===== src/rtl/event_counter_bank.sv =====
// event_counter_bank: bank of up/down event counters with clear, load, wrap/saturate limits and limit-event flags
module event_counter_bank #(
  parameter int WIDTH = 4,
  parameter int CHANNELS = 4,
  parameter int STATE_W = 3,
  parameter logic [STATE_W-1:0] COUNT_STATE = '0,
  parameter int SATURATE = 0,
  parameter int MAX_VAL = 2**WIDTH-1
) (
  input  logic                      clk,
  input  logic                      reset,
  input  logic [STATE_W-1:0]        state,
  input  logic [CHANNELS-1:0]       inc,
  input  logic [CHANNELS-1:0]       dec,
  input  logic [CHANNELS-1:0]       clr,
  input  logic [CHANNELS-1:0]       load,
  input  logic [WIDTH*CHANNELS-1:0] load_val,
  output logic [WIDTH*CHANNELS-1:0] count,
  output logic [CHANNELS-1:0]       at_max,
  output logic [CHANNELS-1:0]       at_zero,
  output logic [CHANNELS-1:0]       lim_pulse,
  output logic [CHANNELS-1:0]       ovf_sticky
);
  localparam logic [WIDTH:0] MAX_W = (WIDTH+1)'(MAX_VAL);
  localparam logic [WIDTH:0] ONE = (WIDTH+1)'(1);
  localparam logic [WIDTH:0] UP_LIMIT = SATURATE != 0 ? MAX_W : '0;
  localparam logic [WIDTH:0] DN_LIMIT = SATURATE != 0 ? '0 : MAX_W;
  logic [WIDTH-1:0] cnt [CHANNELS];
  logic [WIDTH-1:0] cnt_d [CHANNELS];
  logic [CHANNELS-1:0] lim_d, stk_d;
  logic [WIDTH:0] cur, lv, stepped, nxt;
  logic en, step, hit;
  assign en = state == COUNT_STATE;
  for (genvar i = 0; i < CHANNELS; i++) begin : g_out
    assign count[i*WIDTH +: WIDTH] = cnt[i];
    assign at_max[i] = cnt[i] == MAX_W[WIDTH-1:0];
    assign at_zero[i] = cnt[i] == '0;
  end
  // next count and flags per channel: clr > load > qualified inc/dec
  always_comb begin
    cnt_d = cnt;
    lim_d = '0;
    stk_d = '0;
    cur = '0;
    lv = '0;
    stepped = '0;
    nxt = '0;
    step = 1'b0;
    hit = 1'b0;
    for (int i = 0; i < CHANNELS; i++) begin
      cur = {1'b0, cnt[i]};
      lv = {1'b0, load_val[i*WIDTH +: WIDTH]};
      step = en & (inc[i] ^ dec[i]);
      hit = step & (inc[i] ? cur == MAX_W : cur == '0);
      stepped = inc[i] ? cur + ONE : cur - ONE;
      nxt = load[i] ? (lv > MAX_W ? MAX_W : lv) : hit ? (inc[i] ? UP_LIMIT : DN_LIMIT) : step ? stepped : cur;
      cnt_d[i] = clr[i] ? '0 : nxt[WIDTH-1:0];
      lim_d[i] = ~clr[i] & ~load[i] & hit;
      stk_d[i] = ~clr[i] & (ovf_sticky[i] | lim_d[i]);
    end
  end
  // state registers with synchronous reset overriding all strobes
  always_ff @(posedge clk) begin
    if (reset) begin
      cnt <= '{default: '0};
      lim_pulse <= '0;
      ovf_sticky <= '0;
    end else begin
      cnt <= cnt_d;
      lim_pulse <= lim_d;
      ovf_sticky <= stk_d;
    end
  end
endmodule


===== config.mk =====
export PLATFORM = sky130hd
export DESIGN_NAME = event_counter_bank
export DESIGN_NICKNAME = d
export VERILOG_FILES = /design/src/rtl/event_counter_bank.sv
export SDC_FILE = /design/constraint.sdc
export NUM_CORES = 1
export LEC_CHECK = 0
export BUFFER_PORTS_ARGS = -buffer_cell sky130_fd_sc_hd__clkbuf_2
export CORE_MARGIN = 2
export CORE_UTILIZATION = 35
export CTS_CLUSTER_DIAMETER = 100
export DETAILED_ROUTE_END_ITERATION = 16
export PLACE_DENSITY = 0.64
export SYNTH_ARGS = -nofsm -noshare
export SYNTH_HDL_FRONTEND = slang
export SYNTH_SLANG_ARGS = --single-unit

===== constraint.sdc =====
create_clock -name clk -period 6.4 [get_ports clk]
set_clock_uncertainty 0.2 [all_clocks]
set_input_delay 1.92 -clock clk [delete_from_list [all_inputs] [get_ports clk]]
set_output_delay 1.92 -clock clk [all_outputs]
set_load 0.02 [all_outputs]

Yosys cells after proc, flatten, opt, wreduce, memory -nomap -nowiden
Cells that the tools add are included.
Word-level totals
  register bits after elaboration: 24
  input bits: 37
  word-level logic and storage cells: 91
Cells by class
  $add $sub $neg: 8
  equal/unequal tests: 4
  multiplexer cells: 24
  bitwise operators: 36
  reduce and logical (&&, ||, !) cells: 13
Operators by type and width (number)
  $mux W4: 20
  $and A1 B1 Y1: 20
  $add A4 B1 Y4 const B: 4
  $eq A4 B4 Y1 const B: 4
  $logic_not A4 Y1: 4
  $sub A4 B1 Y4 const B: 4
  $reduce_bool A3 Y1: 4
  $not A1 Y1: 8
  $reduce_or A2 Y1: 4
  $mux W1: 4
  $or A1 B1 Y1: 4
  $xor A1 B1 Y1: 4
  $logic_not A3 Y1: 1

Depth between registers and ports, before layout
  depth after elaboration: 6
  depth in mapped cells: 6
  gate-level depth less buffers: 6

Least setup slack after synthesis
No wires, ideal clock.
  path type: input port to flip-flop
  start point: input inc[3]
  end point: register cnt (netlist bit count[15])
  library setup time: 0.122 ns
  data arrival time: 3.240 ns
  slack: 2.839 ns
  stages on the path: 6
  path buffers: 0
  cell sequence: inv_2 ha_1 a211oi_1 nor3_1 o31a_1 o311a_1
Between the ends
  cells in the longest elaborated chain, start to end: 5
  elaborated cells on any way between the ends: 10
  those cells by class: 6 x mux; 3 x bitwise; 1 x reduce/logical
RTL lines
  from (decl): line 13  | input logic [CHANNELS-1:0] inc,
  $xor A1 B1 Y1: line 53  | step = en & (inc[i] ^ dec[i]);
  $and A1 B1 Y1: line 53
  $and A1 B1 Y1: line 54  | hit = step & (inc[i] ? cur == MAX_W : cur == '0);
  $mux W4 (2 in a row): line 56  | nxt = load[i] ? (lv > MAX_W ? MAX_W : lv) : hit ? (inc[i] ? UP_LIMIT : DN_LIMIT) : step ? stepped : cur;
  to (signal assigned): line 69  | cnt <= cnt_d;
  to (decl): line 28  | logic [WIDTH-1:0] cnt [CHANNELS];
Several ways; a longest one is shown, not always the timed one. The select of a mux whose other input is x is not followed.
A chain may end at the register's enable or synchronous reset.

Final worst setup path
  start point: register cnt (netlist bit count[4])
  end point: output at_zero[1]
Between the ends
  cells in the longest elaborated chain, start to end: 1
RTL lines
  $logic_not A4 Y1: line 37  | assign at_zero[i] = cnt[i] == '0;
  to (decl): line 20  | output logic [CHANNELS-1:0] at_zero,
Every way passes these cells.

==> summary.txt <==
================================================================================
Outcome                                                             finished, final reports clean
Final weighted congestion in routability-driven placement                 0.8365
# H-tree levels                                                                1
Worst Path Required                                                      4.28 ns
Top-Level Pins                                                                69
Share of synthesized flip-flops with an asynchronous set or reset              0
Reg2reg end                                                            count[15]
Tot GR Track Use                                                          0.1574
Clock tree buffer depth                                                        2
Antenna violations before repair                                               0
Area of the placeable core                                            4692 sq um
Count of max-cap constraint violations                                         0
Type of element capturing the critical path                           output pin
Via/cell ratio                                                             5.506
Remaining global-route overflow                                                0
Highest Clock Rate                                                     273.6 MHz
CTS tree                                                                   built
Crit path launch type                                                       flop
Pre-CTS worst setup slack                                               2.528 ns
Maximum VDD drop                                                      0.08406 mV
Antenna viol nets, final                                                       0
Number of cells on the worst reg-to-reg path                                   5
Setup repair after global routing missed its margin                        false
Number of CTS-inserted buffers                                                 3
Fraction of layout cells with a size suffix above 1                       0.3195
Worst hold stages                                                              1
Number of synthesized flops with an enable pin                                 0
Hold violation count in the final report                                       0
Clock-pin transition on the worst setup and hold timing paths            0.09 ns
Vias                                                                        1762
DR WL/cell                                                              13.29 um
Terminating pin of the worst hold path                              ovf_sticky[2]
Maximum fanout encountered on the critical timing path                         6
Maximum number of pins on one net before global-route repair                  14
Leakage dissipation                                                 0.0009920 uW
Detailed-routing iteration count for the pre-antenna-repair pass               4
Total power draw                                                        360.7 uW
Number of buffers inserted by hold repair at cts                               0
Most used flip-flop cell after synthesis                                 dfxtp_1
Horizontal die dimension                                                73.57 um
Total of warnings raised by yosys                                              0
Worst setup path category                                           flop to output pin
NumNets Final                                                                316
Area growth from synthesis to layout                                      27.33%
Power density over the cells                                        167.2 nW/um^2
Hold wc startpoint                                                  ovf_sticky[2]
Mean instance size in the synthesized netlist                        8.733 sq um
# clock sinks                                                                 24
Yosys cell types                                                              32
Worst-case headroom to the max-slew limit                                 0.5577
Initial Util                                                              0.3611
Count of mapped cells out of synthesis                                       194
Tmin final                                                              3.655 ns
Cell Rows                                                                     25
Share of synthesized area occupied by flip-flops and latches              0.2836
Clock root cell                                                         clkbuf_8
Startpoint of the lowest-slack register-to-register path               count[13]
Total wirelength of the detailed-routed design                          4.252 mm
Fin crit share                                                            0.5710
Accumulated negative setup slack                                            0 ns
Post-route worst setup slack                                            2.746 ns
Starting DRC count in detailed routing                                        99
Worst R2R Setup Slack                                                    4.26 ns
Slew of the pin with the lowest slew margin                            0.6574 ns
Worst hold margin                                                      0.2741 ns
Count of endpoints failing setup in the final report                           0
Post-CTS Setup Bufs                                                            0
Die Ht                                                                  73.57 um
Synth Net Count                                                              243
Kind of path behind the tightest hold check                         flop to flop
Worst skew pair latency                                                  0.26 ns
Via count of the first global-routing pass                                  1537
Summed instance area of the synthesized netlist                       1694 sq um
Total of buffers placed on input and output ports                             68
Total count of max-transition violations in the final report                   0
Antenna Diode Count                                                            0
Residual DRC count                                                             0
Global-route wire length before repair                                  6.775 mm
Gates resized, CTS repair                                                      0
Number of register bits inferred by synthesis                                 24
HPWL after detailed placement                                           3.393 mm
DIE AREA                                                              5413 sq um
Data arrival time at the worst-slack endpoint                            1.53 ns
================================================================================
-- worst max-delay path by stage --
stage,start,to,slack [ns]
2_1_floorplan,inc[3],count[15],2.84
3_3_place_gp,inc[0],count[3],2.57
3_5_place_dp,inc[3],count[15],2.53
4_1_cts,count[4],at_zero[1],2.76
5_1_grt,count[4],at_zero[1],2.65
6_report,count[4],at_zero[1],2.75
-- critical path, stage by stage, from the launching register on --
cell and delay (ns):
dfxtp_1 0.40, nor4_1 0.59, clkbuf_2 0.28
-- flip-flops by register name, indices dropped and copies added, names as in the netlist --
signal and count:
count 16, lim_pulse 4, ovf_sticky 4
-- synth_stat cells (8+ instances only) --
library cell,instances,share of area
a2111oi_0,8,0.041
a211oi_1,15,0.066
and2_1,8,0.030
dfxtp_1,24,0.28
ha_1,8,0.059
inv_1,9,0.020
nand2_1,12,0.027
nor2_1,27,0.060
o21ai_0,9,0.027
xor2_1,12,0.062
-- routing by layer --
metal,track usage,share of wire,up-vias
met2,0.2649,0.47,64
met5,0,0,-
li1,-,-,893
met1,0.2102,0.47,803
met4,0.02626,0.0035,0
met3,0.03292,0.056,2
-- through the flow --
step                      cell area, sq um  utilization  cells
after global routing                  2157       0.4597    320
after global placement                2102       0.4480    316
after floorplan                       1694            -    194
final                                 2157       0.4597    320
after CTS                             2157       0.4597    320
after detailed placement              2102       0.4480    316
-- cells by family after synthesis --
kind of cell	Yosys count	synth area share
AO/OA/AOI/OAI	61	0.2940
XOR/XNOR	12	0.06204
adder cells (fa/ha/maj)	12	0.1064
buffers and inverters	12	0.02659
flip-flops	24	0.2836
AND/OR/NAND/NOR	73	0.2275
-- layout make-up --
cell class	instances	area (sq um)
Inverter	12	45.04
Multi-Input combinational cell	158	1169
Fill cell	476	2535
Timing Repair Buffer	68	340.3
Sequential cell	24	480.5
Tap cell	54	67.56
Clock buffer	4	55.05
-- placed cells by master (no fill, tap or decap), types with 4 or more instances in the layout --
master     count
clkbuf_2      68
nor2_1        27
dfxtp_1       24
a211oi_1      15
xor2_1        12
nand2_1       12
inv_1          9
o21ai_0        9
and2_1         8
a2111oi_0      8
ha_1           8
nand4_1        4
a2111oi_2      4
o21a_1         4
nand3_1        4
o211ai_1       4
a31oi_1        4
nor3_1         4
o211a_1        4
nand2b_1       4
fa_1           4
clkbuf_8       4
-- power by group --
part | internal, uW | switching (uW)
clock network | 54.9 | 51.1
logic | 36.9 | 55.3
registers | 154 | 8.37
Note: power is estimated with default switching activity, not from simulation.
